**src/rtl/branch_resolve_controller_if.sv**
```systemverilog
// Branch request / redirect bundle between decode-issue, fetch and the
// branch resolve controller. The controller uses the slave modport; the
// environment (decode/issue plus fetch) uses the master modport.
interface branch_resolve_controller_if #(
  parameter int ADDR_WIDTH             = 32,
  parameter int BRANCH_CONDITION_WIDTH = 4
);
  logic                              branch_valid;
  logic                              branch_ready;
  logic [BRANCH_CONDITION_WIDTH-1:0] branch_condition;
  logic [ADDR_WIDTH-1:0]             branch_target;
  logic [ADDR_WIDTH-1:0]             branch_fallthrough;
  logic                              redirect_valid;
  logic                              redirect_ready;
  logic [ADDR_WIDTH-1:0]             redirect_pc;
  logic                              redirect_taken;
  logic                              flush;

  modport master (
    output branch_valid, branch_condition, branch_target, branch_fallthrough, redirect_ready,
    input  branch_ready, redirect_valid, redirect_pc, redirect_taken, flush
  );

  modport slave (
    input  branch_valid, branch_condition, branch_target, branch_fallthrough, redirect_ready,
    output branch_ready, redirect_valid, redirect_pc, redirect_taken, flush
  );
endinterface

```
**src/rtl/branch_resolve_controller.sv**
```systemverilog
// Branch resolve controller: owns the NZCV flag register, stalls accepted
// branches while a flag-writing op is in flight, evaluates the condition code
// and hands a redirect to fetch over a valid/ready handshake.
// Optional build macro FLAG_FORWARD_EN: when defined, a flag write arriving in
// RESOLVE is bypassed into the evaluation; otherwise RESOLVE waits one cycle
// and evaluates the updated register.
module branch_resolve_controller #(
  parameter int ADDR_WIDTH             = 32,
  parameter int BRANCH_CONDITION_WIDTH = 4
) (
  input  logic       clock,
  input  logic       reset_n,
  input  logic       flag_write_en_i,
  input  logic [3:0] flag_in_i,
  input  logic       flag_pending_i,
  output logic       busy_o,
  output logic [3:0] flags_out_o,
  branch_resolve_controller_if.slave bus
);

  typedef enum logic [1:0] {
    IDLE       = 2'd0,
    WAIT_FLAGS = 2'd1,
    RESOLVE    = 2'd2,
    REDIRECT   = 2'd3
  } state_t;

  state_t                            state_q;
  logic [3:0]                        flags_q;
  logic [BRANCH_CONDITION_WIDTH-1:0] cond_q;
  logic [ADDR_WIDTH-1:0]             target_q;
  logic [ADDR_WIDTH-1:0]             fallthrough_q;
  logic [ADDR_WIDTH-1:0]             redirect_pc_q;
  logic                              redirect_taken_q;
  logic                              redirect_valid_q;
  logic                              flush_q;
  logic                              branch_ready_q;
  logic                              busy_q;

  logic [3:0]                        eval_flags_d;
  logic                              resolve_hold_d;
  logic                              take_d;
  logic [ADDR_WIDTH-1:0]             redirect_pc_d;

  // Condition table over {N,Z,C,V}; codes above 14 are never taken.
  function automatic logic cond_take(input logic [BRANCH_CONDITION_WIDTH-1:0] c,
                                     input logic [3:0] f);
    logic n, z, cy, v, t;
    {n, z, cy, v} = f;
    t = 1'b0;
    if (c <= BRANCH_CONDITION_WIDTH'(14)) begin
      case (c[3:0])
        4'd0:    t = z;
        4'd1:    t = !z;
        4'd2:    t = cy;
        4'd3:    t = !cy;
        4'd4:    t = n;
        4'd5:    t = !n;
        4'd6:    t = v;
        4'd7:    t = !v;
        4'd8:    t = cy & !z;
        4'd9:    t = !cy | z;
        4'd10:   t = (n == v);
        4'd11:   t = (n != v);
        4'd12:   t = !z & (n == v);
        4'd13:   t = z | (n != v);
        4'd14:   t = 1'b1;
        default: t = 1'b0;
      endcase
    end
    return t;
  endfunction

  // Pick the flags the RESOLVE evaluation sees and whether RESOLVE must wait a cycle.
  always_comb begin
    eval_flags_d   = flags_q;
    resolve_hold_d = 1'b0;
`ifdef FLAG_FORWARD_EN
    if (flag_write_en_i) eval_flags_d = flag_in_i;
`else
    resolve_hold_d = flag_write_en_i;
`endif
    take_d        = cond_take(cond_q, eval_flags_d);
    redirect_pc_d = take_d ? target_q : fallthrough_q;
  end

  // Flag register plus the branch sequencing FSM with registered outputs.
  always_ff @(posedge clock or negedge reset_n) begin
    if (!reset_n) begin
      state_q          <= IDLE;
      flags_q          <= 4'b0000;
      cond_q           <= '0;
      target_q         <= '0;
      fallthrough_q    <= '0;
      redirect_pc_q    <= '0;
      redirect_taken_q <= 1'b0;
      redirect_valid_q <= 1'b0;
      flush_q          <= 1'b0;
      branch_ready_q   <= 1'b1;
      busy_q           <= 1'b0;
    end else begin
      if (flag_write_en_i) flags_q <= flag_in_i;
      flush_q <= 1'b0;
      case (state_q)
        IDLE: begin
          if (bus.branch_valid) begin
            cond_q         <= bus.branch_condition;
            target_q       <= bus.branch_target;
            fallthrough_q  <= bus.branch_fallthrough;
            branch_ready_q <= 1'b0;
            busy_q         <= 1'b1;
            state_q        <= flag_pending_i ? WAIT_FLAGS : RESOLVE;
          end
        end
        WAIT_FLAGS: begin
          if (!flag_pending_i) state_q <= RESOLVE;
        end
        RESOLVE: begin
          if (!resolve_hold_d) begin
            redirect_pc_q    <= redirect_pc_d;
            redirect_taken_q <= take_d;
            redirect_valid_q <= 1'b1;
            flush_q          <= take_d;
            state_q          <= REDIRECT;
          end
        end
        REDIRECT: begin
          if (bus.redirect_ready) begin
            redirect_valid_q <= 1'b0;
            branch_ready_q   <= 1'b1;
            busy_q           <= 1'b0;
            state_q          <= IDLE;
          end
        end
        default: state_q <= IDLE;
      endcase
    end
  end

  assign bus.branch_ready   = branch_ready_q;
  assign bus.redirect_valid = redirect_valid_q;
  assign bus.redirect_pc    = redirect_pc_q;
  assign bus.redirect_taken = redirect_taken_q;
  assign bus.flush          = flush_q;
  assign busy_o             = busy_q;
  assign flags_out_o        = flags_q;

endmodule

```
**src/flat_wrapper.sv**
```systemverilog
// flat-port wrapper written by rule: the top's interface ports become plain ports
module branch_resolve_controller_flat 
#(
  parameter int ADDR_WIDTH             = 32,
  parameter int BRANCH_CONDITION_WIDTH = 4
)
  (clock, reset_n, flag_write_en_i, flag_in_i, flag_pending_i, busy_o, flags_out_o, bus_branch_valid, bus_branch_condition, bus_branch_target, bus_branch_fallthrough, bus_redirect_ready, bus_branch_ready, bus_redirect_valid, bus_redirect_pc, bus_redirect_taken, bus_flush);
  branch_resolve_controller_if #(.ADDR_WIDTH(ADDR_WIDTH), .BRANCH_CONDITION_WIDTH(BRANCH_CONDITION_WIDTH)) bus_i ();
  input  logic clock;
  input  logic reset_n;
  input  logic flag_write_en_i;
  input  logic [3:0] flag_in_i;
  input  logic flag_pending_i;
  output logic busy_o;
  output logic [3:0] flags_out_o;
  input wire logic [$bits(bus_i.branch_valid)-1:0] bus_branch_valid;
  input wire logic [$bits(bus_i.branch_condition)-1:0] bus_branch_condition;
  input wire logic [$bits(bus_i.branch_target)-1:0] bus_branch_target;
  input wire logic [$bits(bus_i.branch_fallthrough)-1:0] bus_branch_fallthrough;
  input wire logic [$bits(bus_i.redirect_ready)-1:0] bus_redirect_ready;
  output wire logic [$bits(bus_i.branch_ready)-1:0] bus_branch_ready;
  output wire logic [$bits(bus_i.redirect_valid)-1:0] bus_redirect_valid;
  output wire logic [$bits(bus_i.redirect_pc)-1:0] bus_redirect_pc;
  output wire logic [$bits(bus_i.redirect_taken)-1:0] bus_redirect_taken;
  output wire logic [$bits(bus_i.flush)-1:0] bus_flush;
  assign bus_i.branch_valid = bus_branch_valid;
  assign bus_i.branch_condition = bus_branch_condition;
  assign bus_i.branch_target = bus_branch_target;
  assign bus_i.branch_fallthrough = bus_branch_fallthrough;
  assign bus_i.redirect_ready = bus_redirect_ready;
  assign bus_branch_ready = bus_i.branch_ready;
  assign bus_redirect_valid = bus_i.redirect_valid;
  assign bus_redirect_pc = bus_i.redirect_pc;
  assign bus_redirect_taken = bus_i.redirect_taken;
  assign bus_flush = bus_i.flush;
  branch_resolve_controller #(.ADDR_WIDTH(ADDR_WIDTH), .BRANCH_CONDITION_WIDTH(BRANCH_CONDITION_WIDTH)) u_core (.clock(clock), .reset_n(reset_n), .flag_write_en_i(flag_write_en_i), .flag_in_i(flag_in_i), .flag_pending_i(flag_pending_i), .busy_o(busy_o), .flags_out_o(flags_out_o), .bus(bus_i));
endmodule
```
**config.mk**
```make
export PLATFORM = sky130hd
export DESIGN_NAME = branch_resolve_controller_flat
export DESIGN_NICKNAME = d
export VERILOG_FILES = /design/src/rtl/branch_resolve_controller_if.sv /design/src/rtl/branch_resolve_controller.sv /design/src/flat_wrapper.sv
export SDC_FILE = /design/constraint.sdc
export NUM_CORES = 1
export LEC_CHECK = 0
export ABC_AREA = 1
export BUFFER_PORTS_ARGS = -buffer_cell sky130_fd_sc_hd__buf_2
export CAP_MARGIN = 10
export CORE_MARGIN = 2
export CORE_UTILIZATION = 53
export DETAILED_ROUTE_END_ITERATION = 7
export GPL_TIMING_DRIVEN = 0
export HOLD_SLACK_MARGIN = 0.12
export PLACE_DENSITY = 0.91
export REMOVE_ABC_BUFFERS = 1
export SYNTH_ARGS = -nofsm -noshare
export SYNTH_HDL_FRONTEND = slang
export SYNTH_SLANG_ARGS = --single-unit
```
**constraint.sdc**
```tcl
create_clock -name clock -period 2 [get_ports clock]
set_clock_uncertainty 0.15 [all_clocks]
set_input_delay 0.2 -clock clock [delete_from_list [all_inputs] [get_ports clock]]
set_output_delay 0.2 -clock clock [all_outputs]
set_load 0.02 [all_outputs]
```
-- Word level (Yosys, flattened, before mapping)
Index checks and enable logic that the tools add are counted.
- bits in registers: 111
- input port bits: 78
- output and inout bits: 41
- word-level logic and storage cells: 72
- order comparisons: 1
- equal/unequal tests: 23
- multiplexer cells: 19
- bitwise gates (word level): 5
- reductions and logical operators: 13
- operator list (kind ; number):
    $mux 32 ; 1
    $eq 4x4->1 const B ; 7
    $eq 4x3->1 const B ; 4
    $pmux 1 s15 ; 1
    $mux 2 ; 5
    $eq 4x2->1 const B ; 2
    $mux 1 ; 8
    $ne 2x2->1 const B ; 4
    $pmux 2 s4 ; 1
    $pmux 1 s2 ; 3
    $reduce_and 3->1 ; 2
    $eq 2x2->1 const B ; 2
    $eq 4x1->1 const B ; 1
    $le 4x4->1 const B ; 1
    $logic_not 1->1 ; 4
    $logic_not 4->1 ; 1
    $reduce_and 2->1 ; 2
    $reduce_and 4->1 ; 1
    $reduce_bool 2->1 ; 2
    $and 1x1->1 ; 2
    $eq 2x1->1 const B ; 1
    $logic_not 2->1 ; 1
    $or 1x1->1 ; 2
    $eq 1x1->1 ; 1
    other kinds (2) ; 2

-- Logic depth before layout (Yosys ltp)
Gate-level depths: netlist of run 1.
- word-level depth: 6
- gate-level depth with buffers: 12
- gate-level depth less buffers: 11

-- Worst setup path before layout of run 1
No wires, ideal clock.
- path kind: flip-flop to flip-flop
- from: register u_core.state_q[0]
- to: register u_core.redirect_pc_q[10], in the netlist u_core.bus.redirect_pc[10]
- setup time: 0.118 ns
- data arrival time: 1.492 ns
- required time: 1.732 ns
- slack: 0.240 ns
- stages on the path, launching flop included: 9
- path buffers: 1
- clock period less this slack: 1.760 ns
- path through: dfrtp_1 -> inv_1 -> ha_1 -> inv_1 -> nor2_1 -> clkinv_1 -> clkbuf_1 -> nand2_1 -> nand2_1
- cells in the longest elaborated chain, start to end: 2
- ends and longest elaborated chain (item ; line ; text):
    start, declared ; branch_resolve_controller.sv:28 ; state_t state_q;
    start signal, assigned ; branch_resolve_controller.sv:112 ; state_q <= flag_pending_i ? WAIT_FLAGS : RESOLVE;
    $eq 2x2->1 ; branch_resolve_controller.sv:104 ; case (state_q)
    $reduce_and 2->1 (no source line) ; n/a ;
    end signal, assigned ; branch_resolve_controller.sv:120 ; redirect_pc_q <= redirect_pc_d;
    end, declared ; branch_resolve_controller.sv:33 ; logic [ADDR_WIDTH-1:0] redirect_pc_q;
Every way passes these cells.
A chain may end at the register's enable or synchronous reset.

-- Worst setup path in the final report of run 1
- from: register u_core.cond_q[0]
- to: register u_core.redirect_pc_q[31], in the netlist u_core.bus.redirect_pc[31]
- cells in the longest elaborated chain, start to end: 4
- elaborated cells on any way between the ends: 19
- classes of those cells: 1 x order compare; 14 x eq/ne; 3 x mux; 1 x reduce/logical
- ends and longest elaborated chain (item ; line ; text):
    start, declared ; branch_resolve_controller.sv:30 ; logic [BRANCH_CONDITION_WIDTH-1:0] cond_q;
    start signal, assigned ; branch_resolve_controller.sv:107 ; cond_q <= bus.branch_condition;
    $eq 4x4->1, or another cell as far along ; branch_resolve_controller.sv:52 ; case (c[3:0])
    $pmux 1 s15 ; branch_resolve_controller.sv:52 ;
    $mux 1 (*) ; branch_resolve_controller.sv:51 ; if (c <= BRANCH_CONDITION_WIDTH'(14)) begin
    $mux 32 (*) ; branch_resolve_controller.sv:84 ; redirect_pc_d = take_d ? target_q : fallthrough_q;
Every way passes the cells marked *; elsewhere a longest branch is shown, timed or not.

==> out/metrics.yaml, run 1 <==
run_status:
  status: "finished clean"
layout:
  drive_above_1_share_pct: 21.9
  final_cell_mix: "196 x nand2_1, 117 x buf_2, 107 x dfrtp_1"
  areaGrowthSynthToFinish_pct: 40.8
  layout_commonest_cell: "nand2_1"
  nets: 890
  antennaDiodeCount: 0
  fin_cells: 924
die:
  row_count: 35
  ios: 119
  dieArea_mm2: 0.0101
  start_util_pct: 54.0
  die_y_um: 101
  fp.coreArea_mm2: 0.00915
  die_w_um: 101
timing:
  clock.fmax_mhz: 516
  final_max_slew_viol_count: 0
  finalSetupTns_ps: 0
  grt_setup_unrepaired: "yes"
  setup_violations: 0
  period_minus_slack_ps: 1940
  slew_headroom_pct: 62.1
  tightest_slew_ps: 568
  final-hold-violation-count: 0
  finalCritPeriodShare_pct: 96.8
routing:
  vias: 4946
  wl_um: 15200
  drt_iter0_markers: 287
  vias_per_cell: 5.35
  drc: 0
  ant_nets: 0
  dr.pass1.iters: 6
  routedWlPerCell_um: 16.5
setup_path:
  crit_type: "reg -> reg"
  crit_top_cell: "nand2_1"
  cp_num_buf_inv: 3
  cp_top_family: "simple AND/OR/NAND/NOR gates"
  startpoint_type: "flop"
  critPathMaxStageDelay_ps: 480
  crit_required_ps: 2110
  path_cells: "inv_2 > nand2_1 > nor2_1 > inv_1 > nand3_1 > nor2_4 > nand3_4 > buf_4 > nand2_1 > nand3_1 > nand2_1"
  cp_max_fo: 6
  arrival_ps: 2050
  cpMaxStageDelayCell: "dfrtp_2"
  end_kind: "flop"
power:
  peakVddDrop_mv: 0.848
  power_per_cell_area_mw_per_mm2: 1590
  power_leakage_uw: 0.00362
synth:
  synth_top_cell_by_area: "dfrtp_1"
  synth.top_cell.area_share_pct: 55.7
  syn-cell-area_mm2: 0.00494
  yosysSeqAreaShare_pct: 56.2
  ys_ff_latch: 111
  ys_types: 24
  avgSynthCellArea_um2: 8.14
  syn_inst: 607
  yosysWarnings: 0
  yosys-top-cells-area: "dfrtp_1 56%, nand2_1 15%, nand3_1 7.4%"
cts:
  clock-sinks: 111
  cts_tree: "yes"
  cts_buffers: 9
  clockRootBuffer: "clkbuf_8"
  clock_path_buffers: 2
  worstSkewPairLatency_ps: 370
  htree_levels: 3
  clk_pin_slew_ps: 130
global_routing:
  grt_max_degree: 77
  grt_pass1_wl_um: 24000
  grt_overflow: 0
  grt_pass1_vias: 5086
  antenna_found_initial: 0
  grt.total_usage_pct: 30.4
place:
  hpwl_um: 7340
  gp_congestion: 0.853
  port_buffers: 118
  dp.cells: 808
run:
  maxCapViolCount: 0
worst_hold_path:
  hp-class: "in -> async"
## final cells by class
class	instances	area [µm²]
Timing Repair Buffer	218	1690
Tap cell	111	139
Clock buffer	9	124
Multi-Input combinational cell	381	1780
Inverter	87	358
Fill cell	602	2190
Sequential cell	111	2780
Clock inverter	7	86.3
## per-layer routing
layer  track usage, %  vias up  share of wire [%]  wire [µm]
li1                 -     2293                  -          -
met5                0        -                  0          0
met4             14.4        0                3.8        579
met3             4.51       64                6.4        980
met2             54.7      254                 52       7930
met1             35.6     2335                 38       5730
## timing repair
item                                    in CTS  in global routing
buffers inserted                             7                  6
gates resized for setup                     13                 19
hold buffers                                83                  1
endpoints found under the hold margin      187                  1
cloned                                       3                  3
pin swaps                                    5                  5
endpoints found under the setup margin      52                 75
## path summary, 6_finish.rpt
check / slack, ps / start / depth (start not counted) / endpoint
worst min-delay path: 180 / reset_n / 2 / u_core.target_q[7]
min in group clock: 330 / u_core.bus.redirect_pc[10] / 2 / u_core.bus.redirect_pc[10]
worst max-delay path: 60 / u_core.cond_q[0] / 11 / u_core.bus.redirect_pc[31]
max in group asynchronous: 750 / reset_n / 3 / u_core.bus.branch_ready
worst min register to register: 330 / u_core.bus.redirect_pc[10] / 2 / u_core.bus.redirect_pc[10]
worst max register to register: 60 / u_core.cond_q[0] / 11 / u_core.bus.redirect_pc[31]
## through the flow
stage | total power [µW] | worst slack, ps | hold WS (ps) | area, µm² | utilization (%)
2_1_floorplan | 6790 | -1350 | -246 | 4790 | -
6_report | 11100 | 63.5 | 182 | 6960 | 76.0
5_1_grt | 11900 | -15.8 | 211 | 6960 | 76.0
3_3_place_gp | 8010 | -3310 | 257 | 5520 | 60.3
4_1_cts | 10500 | 5.80 | 130 | 6820 | 74.5
3_5_place_dp | 8400 | -1440 | 48.6 | 5610 | 61.3
## flip-flops by register name, indices dropped and copies added, names as in the netlist
name                       count
u_core.busy_o                  1
u_core.bus.redirect_taken      1
u_core.bus.redirect_valid      1
u_core.bus.branch_ready        1
u_core.fallthrough_q          32
u_core.bus.redirect_pc        32
u_core.bus.flush               1
u_core.state_q                 2
u_core.target_q               32
u_core.flags_out_o             4
u_core.cond_q                  4
## worst register-to-register path, delay by kind of cell (launching register included)
kind,cells,cell delay [ps]
AND/OR/NAND/NOR,8,840
flip-flops,1,480
buffers and inverters,3,360
## cell usage after synthesis, drive strengths merged
| cell | instances |
|---|---|
| nor2 | 17 |
| clkinv | 1 |
| o22ai | 1 |
| clkbuf | 17 |
| o21a | 1 |
| nand2 | 200 |
| or2 | 1 |
| o21bai | 1 |
| a31oi | 1 |
| inv | 86 |
| buf | 14 |
| o211ai | 1 |
| dfstp | 1 |
| ha | 4 |
| nand3 | 74 |
| dfrtp | 110 |
| a21oi | 3 |
| o21ai | 74 |
## cell families after synthesis
| logic type | Yosys count | synth area share (%) |
|---|---|---|
| AO/OA/AOI/OAI | 82 | 8.74 |
| adder cells (fa/ha/maj) | 4 | 1.01 |
| buffers and inverters | 118 | 9.60 |
| flip-flops | 111 | 56.2 |
| AND/OR/NAND/NOR | 292 | 24.4 |
## where the power goes
group / switching, µW / leakage, µW / internal, µW
logic: 3620 / 0.00216 / 2270
registers: 492 / 0.00136 / 3310
clock network: 867 / 0.000104 / 504
total: 4980 / 0.00362 / 6090
Power figures use the tool's default switching activity.
==> run 2, diff against run 1 <==
==> constraint.sdc (replaced) <==
create_clock -name clock -period 2 [get_ports clock]
set_clock_uncertainty 0.15 [all_clocks]
set_input_delay 0.1 -clock clock [delete_from_list [all_inputs] [get_ports clock]]
set_output_delay 0.1 -clock clock [all_outputs]
set_load 0.02 [all_outputs]
==> out/metrics.yaml, run 2 (same netlist as run 1, synthesis figures left out) <==
place:
  port_buffers: 118  # unchanged
  gp_congestion: 0.853  # unchanged
  dpl-instance-area_mm2: 0.00561  # unchanged
  hpwl_um: 7340  # unchanged
  dp.cells: 808  # unchanged
layout:
  layout_commonest_cell: "nand2_1"  # unchanged
  drive_above_1_share_pct: 21.8  # was 21.9%
  fillers: 599  # was 602
  areaGrowthSynthToFinish_pct: 41.6  # was 40.8%
  fin_area_mm2: 0.00700  # was 0.00696 mm²
  fin_cells: 928  # was 924
  nets: 894  # was 890
  antennaDiodeCount: 0  # unchanged
  final_cell_mix: "196 x nand2_1, 117 x buf_2, 107 x dfrtp_1"  # unchanged
setup_path:
  cp-startpoint: "flag_in_i[3]"  # was u_core.cond_q[0]
  crit_type: "in -> reg"  # was reg -> reg
  r2r_cells: 9  # was 11
  r2r-start: "u_core.cond_q[1]"  # was u_core.cond_q[0]
  startpoint_type: "input port"  # was flop
  arrival_ps: 2100  # was 2050 ps
  cp_max_fo: 1  # was 6
  end_kind: "flop"  # unchanged
  crit_required_ps: 2120  # was 2110 ps
routing:
  wl_um: 15100  # was 15200 µm
  highest_layer: "met4"  # unchanged
  drt_iter0_markers: 339  # was 287
  vias: 4903  # was 4946
  drt-met1-wl_um: 5790  # was 5730 µm
  routedWlPerCell_um: 16.2  # was 16.5 µm
  route.met2.wl_um: 7790  # was 7930 µm
  dr.pass1.iters: 6  # unchanged
  ant_nets: 0  # unchanged
  drc: 0  # unchanged
  route.met3.wl_um: 850  # was 980 µm
  vias_per_cell: 5.28  # was 5.35
cts:
  clock_path_buffers: 2  # unchanged
  clockRootBuffer: "clkbuf_8"  # unchanged
  htree_levels: 3  # unchanged
  clock-sinks: 111  # unchanged
  cts_tree: "yes"  # unchanged
  cts_buffers: 9  # unchanged
  clk_pin_slew_ps: 130  # about the same
  worstSkewPairLatency_ps: 370  # about the same
global_routing:
  grt_max_degree: 77  # unchanged
  grt_pass1_wl_um: 24000  # about the same
  grt_overflow: 0  # unchanged
  grt_pass1_vias: 5120  # was 5086
  grt.total_usage_pct: 30.4  # unchanged
  antenna_found_initial: 0  # unchanged
die:
  die_w_um: 101  # unchanged
  fp.coreArea_mm2: 0.00915  # unchanged
  start_util_pct: 54.0  # unchanged
  ios: 119  # unchanged
  row_count: 35  # unchanged
  die_y_um: 101  # unchanged
  dieArea_mm2: 0.0101  # unchanged
timing:
  setup_violations: 0  # unchanged
  final_max_slew_viol_count: 0  # unchanged
  tightest_slew_ps: 554  # was 568 ps
  period_minus_slack_ps: 1980  # was 1940 ps
  finalCritPeriodShare_pct: 99.1  # was 96.8%
  clock.fmax_mhz: 505  # was 516 MHz
  final-hold-violation-count: 0  # unchanged
  slew_headroom_pct: 63.0  # was 62.1%
run:
  maxCapViolCount: 0  # unchanged
power:
  power_leakage_uw: 0.00364  # was 0.00362 µW
  peakVddDrop_mv: 0.849  # was 0.848 mV
  power_per_cell_area_mw_per_mm2: 1580  # was 1590 mW/mm²
  power.total_uw: 11100  # about the same
worst_hold_path:
  holdCritStartpoint: "flag_write_en_i"
  min_delay_path_depth: 4
  hp-class: "in -> reg"  # was in -> async
run_status:
  status: "finished clean"  # unchanged
-- run 2: cell type report --
| cell class | instances | area, µm² | area share (%) |
|---|---|---|---|
| clock buffers | 9 | 124 | 1.77 |
| clock inverters | 7 | 86.3 | 1.23 |
| inverters | 87 | 358 | 5.11 |
| multi-input cells | 381 | 1780 | 25.5 |
| flip-flops and latches | 111 | 2780 | 39.8 |
| well taps | 111 | 139 | 1.98 |
| repair buffers | 222 | 1730 | 24.7 |
-- run 2: worst paths after layout --
path / slack [ps] / endpoint
hold / removal: 200 / u_core.bus.redirect_pc[15]
setup reg to reg: 80 / u_core.bus.redirect_pc[31]
setup / recovery: 20 / u_core.flags_out_o[3]
hold reg to reg: 330 / u_core.bus.redirect_pc[10]
max in group asynchronous: 320 / u_core.bus.branch_ready
min in group asynchronous: 620 / u_core.target_q[7]
-- run 2: repair_timing --
action / CTS / global route
cloned: 3 / 3
hold endpoints to repair: 187 / 0
hold buffers: 86 / 0
pin swaps: 5 / 5
buffers inserted: 7 / 6
setup endpoints to repair: 52 / 73
gates resized for setup: 13 / 19
-- run 2: worst max-delay path: stages --
cell and delay (ps):
dlygate4sd3_1 570, buf_2 130, nand2_1 50, dlygate4sd3_1 560
o21ai_0 110, dlygate4sd3_1 580
-- run 2: power by group --
part	internal (µW)	switching (µW)
Clock	504	858
Sequential	3310	487
Combinational	2280	3610
Total	6100	4960
-- run 2: layer usage --
metal | up-vias | global-route usage (%)
met5 | - | 0
met4 | 0 | 15.0
met3 | 60 | 4.37
met2 | 237 | 54.7
met1 | 2307 | 35.5
li1 | 2299 | -
-- run 2: through the flow --
stage / setup WS, ps / TNS, ps / utilization, % / hold WS (ps)
final: 18.6 / 0 / 76.5 / 196
after global placement: -3310 / -203260 / 60.3 / 157
after detailed placement: -1440 / -45440 / 61.3 / -51.4
after floorplan: -1350 / -51190 / - / -346
after CTS: 5.80 / 0 / 74.8 / 166
after global routing: -11.3 / -29.9 / 76.5 / 213
==> run 3, diff against run 2 <==
- CORE_UTILIZATION: 53 -> 29
- PLACE_DENSITY: 0.91 -> 0.61
==> out/metrics.yaml, run 3 (same netlist as run 1, synthesis figures left out) <==
run_status:
  status: "finished clean"  # unchanged
routing:
  wl_um: 15000  # was 15100 µm
  drc: 0  # unchanged
  routedWlPerCell_um: 14.4  # was 16.2 µm
  ant_nets: 0  # unchanged
  vias: 4559  # was 4903
  vias_per_cell: 4.37  # was 5.28
  drt_iter0_markers: 248  # was 339
  highest_layer: "met4"  # unchanged
  route.met2.wl_um: 7290  # was 7790 µm
  drt-met1-wl_um: 7080  # was 5790 µm
  dr.pass1.iters: 4  # was 6
  route.met3.wl_um: 393  # was 850 µm
cts:
  clock-sinks: 111  # unchanged
  htree_levels: 3  # unchanged
  clk_pin_slew_ps: 70  # was 130 ps
  worstSkewPairLatency_ps: 350  # was 370 ps
  clock_path_buffers: 2  # unchanged
  clockRootBuffer: "clkbuf_16"  # was clkbuf_8
  cts_tree: "yes"  # unchanged
  cts_buffers: 9  # unchanged
die:
  die_w_um: 135  # was 101 µm
  fp.coreArea_mm2: 0.0166  # was 0.00915 mm²
  dieArea_mm2: 0.0181  # was 0.0101 mm²
  die_y_um: 135  # was 101 µm
  ios: 119  # unchanged
  row_count: 47  # was 35
  start_util_pct: 29.7  # was 54.0%
layout:
  multiInputGateArea_mm2: 0.00179  # was 0.00178 mm²
  nets: 900  # was 894
  final_cell_mix: "193 x nand2_1, 117 x buf_2, 108 x dfrtp_1"  # was 196 x nand2_1, 117 x buf_2, 107 x dfrtp_1
  ff_latch_area_mm2: 0.00278  # about the same
  fillers: 1606  # was 599
  antennaDiodeCount: 0  # unchanged
  drive_above_1_share_pct: 22.5  # was 21.8%
  layout_commonest_cell: "nand2_1"  # unchanged
  areaGrowthSynthToFinish_pct: 49.8  # was 41.6%
  fin_cells: 1043  # was 928
worst_hold_path:
  hp-class: "in -> reg"  # unchanged
setup_path:
  cp_top_family: "buffers and inverters"  # unchanged
  crit_type: "in -> reg"  # unchanged
  startpoint_type: "input port"  # unchanged
  crit_required_ps: 2080  # was 2120 ps
  arrival_ps: 2010  # was 2100 ps
  critPathMaxStageDelay_ps: 570  # was 580 ps
  path_cells: "dlygate4sd3_1 > buf_2 > nand2_1 > dlygate4sd3_1 > o21ai_0 > dlygate4sd3_1"  # unchanged
  cp_num_buf_inv: 4  # unchanged
  cp_max_fo: 1  # unchanged
  cpMaxStageDelayCell: "dlygate4sd3_1"  # unchanged
  crit_top_cell: "dlygate4sd3_1"  # unchanged
  end_kind: "flop"  # unchanged
place:
  port_buffers: 118  # unchanged
  hpwl_um: 7760  # was 7340 µm
  dp.cells: 918  # was 808
  gp_congestion: 0.750  # was 0.853
power:
  peakVddDrop_mv: 0.656  # was 0.849 mV
  power_per_cell_area_mw_per_mm2: 1600  # was 1580 mW/mm²
  power_leakage_uw: 0.00376  # was 0.00364 µW
  power.total_uw: 11800  # was 11100 µW
timing:
  clock.fmax_mhz: 519  # was 505 MHz
  slew_headroom_pct: 69.1  # was 63.0%
  final-hold-violation-count: 0  # unchanged
  finalCritPeriodShare_pct: 96.3  # was 99.1%
  finalSetupTns_ps: 0  # unchanged
  tightest_slew_ps: 464  # was 554 ps
  final_max_slew_viol_count: 0  # unchanged
  period_minus_slack_ps: 1930  # was 1980 ps
  setup_violations: 0  # unchanged
global_routing:
  grt_max_degree: 81  # was 77
  grt.total_usage_pct: 16.3  # was 30.4%
  grt_overflow: 0  # unchanged
  antenna_found_initial: 0  # unchanged
  grt_pass1_wl_um: 22700  # was 24000 µm
  grt_pass1_vias: 4383  # was 5120
run:
  maxCapViolCount: 0  # unchanged
## run 3: cell count changes in the layout (fill, tap and decap cells not counted), sizes merged
| cell | previous run | this run |
|---|---|---|
| buf | 135 | 138 |
| dlygate4sd3 | 85 | 86 |
| bufinv | 1 | 3 |
| clkbuf | 11 | 17 |
| clkinv | 6 | 1 |
| inv | 87 | 86 |
## run 3: final timing paths
check / cells after the start / slack [ps] / start / to
min: 5 / 210 / flag_write_en_i / u_core.state_q[1]
min in group asynchronous: 3 / 630 / reset_n / u_core.busy_o
max: 6 / 70 / flag_in_i[3] / u_core.flags_out_o[3]
min reg2reg: 2 / 320 / u_core.bus.redirect_pc[0] / u_core.bus.redirect_pc[0]
max reg2reg: 10 / 120 / u_core.cond_q[3] / u_core.bus.redirect_pc[20]
max in group asynchronous: 4 / 380 / reset_n / u_core.bus.redirect_pc[22]
## run 3: area by class of cell
cell class / count / share of cell area [%]
Tap cell: 220 / 3.72
Multi-Input combinational cell: 381 / 24.2
Sequential cell: 111 / 37.6
Inverter: 87 / 4.87
Clock buffer: 13 / 3.52
Clock inverter: 3 / 0.879
Timing Repair Buffer: 228 / 25.2
## run 3: worst min-delay path, stage by stage
cell	delay, ps
buf_2	200
nand2_1	100
nand2_1	70
nor2_1	70
a31oi_1	130
## run 3: report_power, final
group	total, µW	switching [µW]	leakage (µW)	internal, µW
combinational	6120	3680	0.00224	2440
clock	1970	801	0.000160	1170
sequential	3750	428	0.00136	3320
## run 3: layer usage
layer | GRT usage (%) | vias up
li1 | - | 2315
met1 | 21.7 | 2143
met2 | 27.3 | 84
met3 | 1.95 | 17
met4 | 5.85 | 0
met5 | 0 | -
## run 3: what timing repair did
item                                   CTS  global route
resized for setup                       11            24
pin swaps                                7             5
endpoints found under the hold margin  187             1
setup buffers                           12             4
gates cloned                             3             4
setup endpoints to repair               55            75
hold buffers                            86             1
## run 3: stage by stage
stage	hold slack [ps]	util [%]	setup WS [ps]	cell area [µm²]
after floorplan	-346	-	-1350	4790
after global placement	156	34.0	-3990	5660
after detailed placement	-96.2	34.8	-970	5790
after CTS	179	43.2	30.6	7180
after global routing	233	44.5	-22.0	7400
final	206	44.5	74.4	7400
